==> src/rtl/bellatrix_pkg.sv <==
// Shared types and constants for the bellatrix Wishbone fabric: arbiter
// ownership states, Wishbone cycle-type codes and the tie-break helper.
package bellatrix_pkg;

    typedef enum logic [1:0] {
        ST_IDLE = 2'b00,
        ST_OWN0 = 2'b01,
        ST_OWN1 = 2'b10
    } arb_state_e;

    localparam logic [2:0] CTI_CLASSIC = 3'b000;
    localparam logic [2:0] CTI_INCR    = 3'b010;
    localparam logic [2:0] CTI_EOB     = 3'b111;

    // Winner when both masters request in the same idle cycle. last_m1 is
    // set when master 1 was the most recent owner to release the bus.
    function automatic arb_state_e arb_tie_winner(input logic rr_mode, input logic last_m1);
        arb_state_e win;
        if (rr_mode && last_m1) begin
            win = ST_OWN0;
        end else begin
            win = ST_OWN1;
        end
        return win;
    endfunction

endpackage

==> src/rtl/bellatrix_wb_timeout.sv <==
// Bus watchdog: counts stalled strobe cycles and flags a forced error when
// the slave has left the owner waiting TIMEOUT cycles. TIMEOUT=0 disables it.
module bellatrix_wb_timeout
    import bellatrix_pkg::*;
#(
    parameter int TIMEOUT  = 255,
    parameter int TO_WIDTH = 8
) (
    input  logic clk,
    input  logic rst,
    input  logic stb,
    input  logic ack,
    input  logic err,
    input  logic grant_change,
    output logic to_fire
);

    localparam logic                EN       = (TIMEOUT != 0);
    localparam logic [TO_WIDTH-1:0] TO_LIMIT = TO_WIDTH'(TIMEOUT);
    localparam logic [TO_WIDTH-1:0] TO_ONE   = TO_WIDTH'(1);
    localparam logic [TO_WIDTH-1:0] TO_ZERO  = {TO_WIDTH{1'b0}};
    localparam logic [TO_WIDTH-1:0] TO_MAX   = {TO_WIDTH{1'b1}};

    logic [TO_WIDTH-1:0] count_q;
    logic [TO_WIDTH-1:0] count_d;
    logic                fire_s;

    // Fire only while a strobe is actually pending, so a grant change or a
    // dropped stb can never produce a stray error.
    always_comb begin
        fire_s  = EN & stb & (count_q == TO_LIMIT);
        count_d = count_q;
        if (!EN || fire_s || ack || err || !stb || grant_change) begin
            count_d = TO_ZERO;
        end else if (count_q != TO_MAX) begin
            count_d = count_q + TO_ONE;
        end else begin
            count_d = count_q;
        end
    end

    // Stall counter register.
    always_ff @(posedge clk) begin
        if (!rst) begin
            count_q <= TO_ZERO;
        end else begin
            count_q <= count_d;
        end
    end

    assign to_fire = fire_s;

endmodule

==> src/rtl/bellatrix_wb_arbiter.sv <==
// Two-master, one-slave Wishbone B4 arbiter with cyc-locked grant, fixed or
// round-robin tie-breaking and a watchdog that turns a hung slave into err.
module bellatrix_wb_arbiter
    import bellatrix_pkg::*;
#(
    parameter int ADDR_WIDTH    = 32,
    parameter int PRIORITY_MODE = 0,
    parameter int TIMEOUT       = 255,
    parameter int TO_WIDTH      = 8
) (
    input  logic                  clk,
    input  logic                  rst,
    input  logic [ADDR_WIDTH-1:0] m0_addr,
    input  logic [31:0]           m0_dat_w,
    input  logic [3:0]            m0_sel,
    input  logic                  m0_cyc,
    input  logic                  m0_stb,
    input  logic                  m0_we,
    input  logic [2:0]            m0_cti,
    input  logic [1:0]            m0_bte,
    output logic [31:0]           m0_dat_r,
    output logic                  m0_ack,
    output logic                  m0_err,
    input  logic [ADDR_WIDTH-1:0] m1_addr,
    input  logic [31:0]           m1_dat_w,
    input  logic [3:0]            m1_sel,
    input  logic                  m1_cyc,
    input  logic                  m1_stb,
    input  logic                  m1_we,
    input  logic [2:0]            m1_cti,
    input  logic [1:0]            m1_bte,
    output logic [31:0]           m1_dat_r,
    output logic                  m1_ack,
    output logic                  m1_err,
    output logic [ADDR_WIDTH-1:0] s_addr,
    output logic [31:0]           s_dat_w,
    output logic [3:0]            s_sel,
    output logic                  s_cyc,
    output logic                  s_stb,
    output logic                  s_we,
    output logic [2:0]            s_cti,
    output logic [1:0]            s_bte,
    input  logic [31:0]           s_dat_r,
    input  logic                  s_ack,
    input  logic                  s_err,
    output logic [1:0]            grant
);

    localparam logic RR_MODE = (PRIORITY_MODE != 0);

    arb_state_e state_q;
    arb_state_e state_d;
    logic       last_q;
    logic       last_d;

    logic       own0_s;
    logic       own1_s;
    logic       req_stb_s;
    logic       grant_change_s;
    logic       to_fire_s;

    // Ownership FSM: grant is locked for the owner's whole cyc and the bus
    // always passes through IDLE before changing hands.
    always_comb begin
        state_d = state_q;
        last_d  = last_q;
        case (state_q)
            ST_IDLE: begin
                if (m0_cyc && m1_cyc) begin
                    state_d = arb_tie_winner(RR_MODE, last_q);
                end else if (m1_cyc) begin
                    state_d = ST_OWN1;
                end else if (m0_cyc) begin
                    state_d = ST_OWN0;
                end else begin
                    state_d = ST_IDLE;
                end
            end
            ST_OWN0: begin
                if (!m0_cyc) begin
                    state_d = ST_IDLE;
                    last_d  = 1'b0;
                end else begin
                    state_d = ST_OWN0;
                end
            end
            ST_OWN1: begin
                if (!m1_cyc) begin
                    state_d = ST_IDLE;
                    last_d  = 1'b1;
                end else begin
                    state_d = ST_OWN1;
                end
            end
            default: begin
                state_d = ST_IDLE;
                last_d  = 1'b0;
            end
        endcase
    end

    // Ownership and last-owner registers.
    always_ff @(posedge clk) begin
        if (!rst) begin
            state_q <= ST_IDLE;
            last_q  <= 1'b0;
        end else begin
            state_q <= state_d;
            last_q  <= last_d;
        end
    end

    assign own0_s         = (state_q == ST_OWN0);
    assign own1_s         = (state_q == ST_OWN1);
    assign grant_change_s = (state_d != state_q);
    assign grant          = state_q;

    // Forward the owner's request to the slave; an idle bus drives zeros.
    always_comb begin
        s_addr    = {ADDR_WIDTH{1'b0}};
        s_dat_w   = 32'h0000_0000;
        s_sel     = 4'b0000;
        s_cyc     = 1'b0;
        req_stb_s = 1'b0;
        s_we      = 1'b0;
        s_cti     = CTI_CLASSIC;
        s_bte     = 2'b00;
        case (state_q)
            ST_OWN0: begin
                s_addr    = m0_addr;
                s_dat_w   = m0_dat_w;
                s_sel     = m0_sel;
                s_cyc     = m0_cyc;
                req_stb_s = m0_stb;
                s_we      = m0_we;
                s_cti     = m0_cti;
                s_bte     = m0_bte;
            end
            ST_OWN1: begin
                s_addr    = m1_addr;
                s_dat_w   = m1_dat_w;
                s_sel     = m1_sel;
                s_cyc     = m1_cyc;
                req_stb_s = m1_stb;
                s_we      = m1_we;
                s_cti     = m1_cti;
                s_bte     = m1_bte;
            end
            default: begin
                s_cyc     = 1'b0;
                req_stb_s = 1'b0;
            end
        endcase
    end

    // The watchdog sees the unmasked strobe so s_ack never feeds an s_* output.
    bellatrix_wb_timeout #(
        .TIMEOUT  (TIMEOUT),
        .TO_WIDTH (TO_WIDTH)
    ) u_timeout (
        .clk          (clk),
        .rst          (rst),
        .stb          (req_stb_s),
        .ack          (s_ack),
        .err          (s_err),
        .grant_change (grant_change_s),
        .to_fire      (to_fire_s)
    );

    assign s_stb = req_stb_s & ~to_fire_s;

    // A real ack coinciding with the watchdog firing beats the forced error.
    assign m0_ack   = s_ack & own0_s;
    assign m1_ack   = s_ack & own1_s;
    assign m0_err   = own0_s & (s_err | (to_fire_s & ~s_ack));
    assign m1_err   = own1_s & (s_err | (to_fire_s & ~s_ack));
    assign m0_dat_r = s_dat_r;
    assign m1_dat_r = s_dat_r;

endmodule
==> config.mk <==
export PLATFORM = sky130hd
export DESIGN_NAME = bellatrix_wb_arbiter
export DESIGN_NICKNAME = d
export VERILOG_FILES = /design/src/rtl/bellatrix_pkg.sv /design/src/rtl/bellatrix_wb_timeout.sv /design/src/rtl/bellatrix_wb_arbiter.sv
export SDC_FILE = /design/constraint.sdc
export NUM_CORES = 1
export LEC_CHECK = 0
export ABC_CLOCK_PERIOD_IN_PS = 2100
export CAP_MARGIN = 20
export CORE_AREA = 8 8 123 125
export CTS_BUF_LIST = sky130_fd_sc_hd__clkbuf_8
export DETAILED_ROUTE_END_ITERATION = 8
export DIE_AREA = 0 0 131 133
export PLACE_DENSITY = 0.63
export SLEW_MARGIN = 5
export SYNTH_ARGS = -nofsm -noshare
export SYNTH_HDL_FRONTEND = slang
export SYNTH_SLANG_ARGS = --single-unit
==> constraint.sdc <==
create_clock -name clk -period 2.1 [get_ports clk]
set_clock_uncertainty 0.15 [all_clocks]
set_input_delay 0.42 -clock clk [delete_from_list [all_inputs] [get_ports clk]]
set_output_delay 0.42 -clock clk [all_outputs]
set_load 0.02 [all_outputs]
## Word-level counts from Yosys, hierarchy flattened

Index checks and enable logic that the tools add are counted.

| operators by class | value |
|---|---|
| bitwise operators | 11 |
| equal/unequal tests | 5 |
| mux-type cells | 13 |
| add/subtract/negate cells | 1 |
| reductions and logical operators | 8 |

Operators by type and width:

| cell | number |
|---|---|
| 32-bit case mux with 2 select lines | 2 |
| 8-bit by 1-bit adder with 8-bit output (second input constant) | 1 |
| 8-bit == test (second input constant) | 1 |
| 8-bit != test (second input constant) | 1 |
| 4-bit case mux with 2 select lines | 1 |
| 1-bit AND | 7 |
| 2-bit 2-to-1 mux | 3 |
| 1-bit case mux with 2 select lines | 3 |
| 2-bit case mux with 3 select lines | 1 |
| 3-bit case mux with 2 select lines | 1 |
| 1-bit logical OR | 4 |
| 2-bit case mux with 2 select lines | 1 |
| 1-bit NOT | 3 |
| 2-bit by 1-bit == test with 1-bit output (second input constant) | 1 |
| 2-bit == test (second input constant) | 1 |
| 2-bit logical NOT | 1 |
| 2-bit != test | 1 |
| 2-bit OR reduction | 1 |
| 1-bit logical AND | 1 |
| 1-bit logical NOT | 1 |
| 1-bit 2-to-1 mux | 1 |
| 1-bit OR | 1 |

| word-level totals | value |
|---|---|
| logic and storage cells | 40 |
| register bits | 10 |
| output and inout port bits | 146 |

## Depth between registers and ports, before layout

| depth | value |
|---|---|
| depth after elaboration | 8 |
| mapped depth | 8 |
| mapped depth without buffers | 6 |

## Modules after synthesis

Synthesis repeated with hierarchy kept, for this count alone.

| unflattened totals | value |
|---|---|
| cell total of the unflattened synthesis | 309 |
| area total of the unflattened synthesis | 2,220.9 um^2 |

By module, submodules not included:

| module | area each (um^2) | cells each | sequential area each (um^2) | instances |
|---|---|---|---|---|
| bellatrix_wb_arbiter | 1,861.8 | 269 | 40.0 | 1 |
| bellatrix_wb_timeout | 359.1 | 40 | 160.2 | 1 |

## Worst setup path after synthesis

OpenSTA, ideal clock, no wires.

| path | value |
|---|---|
| path type | register to output |
| start | register state_q[1] (netlist: grant[1]) |
| end | output s_addr[20] |
| buffers on the path | 2 |
| cell stages (with the launch flop) | 6 |
| setup slack | -0.235 ns |
| arrival time | 1.765 ns |
| cell sequence | dfxtp_1 inv_1 ha_1 clkbuf_1 clkbuf_1 nor2b_1 |

| on the way | value |
|---|---|
| cells in the longest elaborated chain, start to end | 2 |
| elaborated cells on any way between the ends | 3 |

Ends and longest elaborated chain:

| item | line | source |
|---|---|---|
| from (decl) | bellatrix_wb_arbiter.sv:51 | `arb_state_e state_q;` |
| from (signal assigned) | bellatrix_wb_arbiter.sv:108 | `state_q <= state_d;` |
| 2-bit == test / 2-bit by 1-bit == test with 1-bit output (equally long branches) | - |  |
| 32-bit case mux with 2 select lines (*) | bellatrix_wb_arbiter.sv:128 | `case (state_q)` |
| to (decl) | bellatrix_wb_arbiter.sv:35 | `output logic [ADDR_WIDTH-1:0] s_addr,` |

Every way passes the cells marked *; elsewhere a longest branch is shown, timed or not.

## Final worst setup path

| path | value |
|---|---|
| start | register state_q[0] (netlist: grant[0]) |
| end | output s_cti[0] |

| on the way | value |
|---|---|
| cells in the longest elaborated chain, start to end | 2 |
| elaborated cells on any way between the ends | 3 |

Ends and longest elaborated chain:

| item | line | source |
|---|---|---|
| 2-bit == test / 2-bit by 1-bit == test with 1-bit output (equally long branches) | - |  |
| 3-bit case mux with 2 select lines (*) | bellatrix_wb_arbiter.sv:128 |  |
| to (decl) | bellatrix_wb_arbiter.sv:41 | `output logic [2:0] s_cti,` |

Marks and branches as above.

==> flow_summary.yaml <==
clocking:
  cts_hold_buf: 0
  cts.sinks: 10
  clockBufferDepth: 2
  worst_skew_pair.late_latency_ns: 0.24
  h-tree-depth: 1
  clk_pin_slew_ns: 0.05
  cts_made_buffers: 3
  cts_tree: "done"
  clockRootBuffer: "clkbuf_8"
grt:
  grt_pass1_wl_um: 18600
  grt_max_degree: 40
  antenna_found_initial: 1
  grt_overflow_total: 0
  first_global_vias: 3367
  grt_usage_pct: 13.3
sta:
  drv_slew: 0
  worst_pin_slew_ns: 0.519
  rsz0062_at_grt: "yes"
  fmax_mhz: 450
  period_needed_ns: 2.22
  timing.final.crit_share_pct: 106
  hold_violations: 0
  setup_viol_count_final: 45
  slew-limit-headroom_pct: 65.2
  setup_ws_ns: -0.124
finish:
  nNetsFinal: 701
  final_util_pct: 42.7
  fillCellCount: 1255
  areaGrowthSynthToFinish_pct: 145
  final_common_cell: "clkdlybuf4s50_1"
  drive_gt1_share_pct: 52.1
  most-common-layout-cells: "clkdlybuf4s50_1, a22oi_2, buf_4, nor2b_4, buf_6"
  design_area_mm2: 0.00559
critical_path:
  critPathMaxFanout: 18
  start_kind: "flop"
  crit_type: "reg2out"
  required_ns: 1.53
  end_kind: "primary output"
  crit_arrival_ns: 1.65
synth:
  yosysWarningCount: 0
  netlist_area_mm2: 0.00228
  yosysSeqAreaShare_pct: 8.77
  synth_edf_count: 0
  yosysTopAreaCell: "a22oi_1"
  postSynthAreaPerCell_um2: 7.34
  synth_top_flop_cell: "dfxtp_1"
  synth_top_area_share_pct: 25.0
  async_reset_ff_share_pct: 0
  ys_ff_latch: 10
  synth_cells: 311
  synthTopCellsByArea: "a22oi_1, buf_4, nor2b_1"
  synthDistinctLibCells: 35
  syn_nets: 504
power:
  p_per_area_mw_per_mm2: 274
  vdd.ir_drop.worst_v: 0.000152
  cellLeakagePower_nw: 1.93
floorplanning:
  pin_count: 334
  die_y_um: 133
  die-area_mm2: 0.0174
  core_mm2: 0.0131
  die_x_um: 131
  initial_core_util_pct: 17.4
  rows: 42
status:
  violations: "negative setup slack"
  outcome: "finished with violations"
route:
  drc_errors: 0
  avgViaCountPerCell: 4.52
  wl_um: 14400
  vias: 3094
  first_iter_violations: 67
  antenna_left: 0
  dr.pass1.iters: 4
  avgRoutedWirePerCell_um: 21.0
place:
  portBuffers: 237
  place_congestion: 0.792
  post-dp-hpwl_um: 10600
  placed_area_mm2: 0.00487
worst_hold_path:
  hold_class: "reg2reg"
run:
  drv_cap: 0
[synthesized netlist by cell type, types with 3 or more instances]
cell       n
nor2b_1   77
a22oi_1   76
buf_4     65
clkbuf_1  15
dfxtp_1   10
buf_1      7
ha_1       5
inv_1      5
nor2_1     5
buf_2      4
nor3_1     4
and2_1     3
nand2b_1   3
nand3_1    3
nor3b_1    3
[state kept, by name, indices dropped and copies added, names as in the netlist]
| name | count |
|---|---|
| grant | 2 |
| u_timeout.count_q | 8 |
[power by group]
group	internal [W]	total, W	switching, W
Clock	0.000165	0.000242	0.0000770
Combinational	0.000656	0.00109	0.000436
Sequential	0.000192	0.000196	0.00000422
Total	0.00101	0.00153	0.000517
[critical path, cell delays in order, from the launching register on]
cell and delay (ns):
dfxtp_4 0.37, inv_4 0.05, ha_4 0.22, clkbuf_16 0.21
buf_4 0.15, a22oi_2 0.21, nor2b_4 0.06, buf_6 0.13
[worst paths after layout]
check | start | endpoint | slack, ns | cells after the start
min | u_timeout.count_q[6] | u_timeout.count_q[6] | 0.40 | 2
min reg2reg | u_timeout.count_q[6] | u_timeout.count_q[6] | 0.40 | 2
max reg2reg | grant[0] | u_timeout.count_q[2] | 0.13 | 8
max | grant[0] | s_cti[0] | -0.12 | 7
[cell type report]
type | instances | area, µm² | area share (%)
diodes | 1 | 2.50 | 0.0448
clock buffers | 4 | 55.1 | 0.985
inverters | 5 | 23.8 | 0.426
multi-input cells | 205 | 2190 | 39.2
flip-flops and latches | 10 | 208 | 3.72
well taps | 176 | 220 | 3.94
repair buffers | 283 | 2890 | 51.7
[metal layers]
metal  share of wire, %  GRT usage, %  vias up
met2                 52          25.0      194
met1                 34          12.8     1438
met4                2.0          4.08        0
li1                   -             -     1433
met3                 11          5.18       29
met5                  0             0        -
[per-stage QoR]
stage          power [W]  cells  setup WS [ns]  TNS [ns]  hold slack (ns)
2_1_floorplan   0.000777    311        -0.0113    -0.227            0.340
3_3_place_gp     0.00110    661         -0.467    -21.26            0.350
3_5_place_dp     0.00111    661         -0.496    -23.88            0.387
4_1_cts          0.00137    665         -0.172     -4.49            0.394
5_1_grt          0.00161    684         -0.178     -6.80            0.442
6_report         0.00153    684         -0.124     -2.46            0.397
[cells by family after synthesis]
family,count (synthesis),share of synthesized area (%)
AO/OA/AOI/OAI,87,29.1
XOR/XNOR,2,1.10
adder cells (fa/ha/maj),5,2.74
buffers and inverters,96,26.7
flip-flops,10,8.77
multiplexers,1,0.439
AND/OR/NAND/NOR,110,31.2
[repair_timing]
item / in CTS / in global routing
setup buffers: 0 / 10
setup endpoints to repair: 84 / 84
cloned: 0 / 8
pin swaps: 4 / 14
gates resized for setup: 318 / 169
Note: power is estimated with default switching activity, not from simulation.
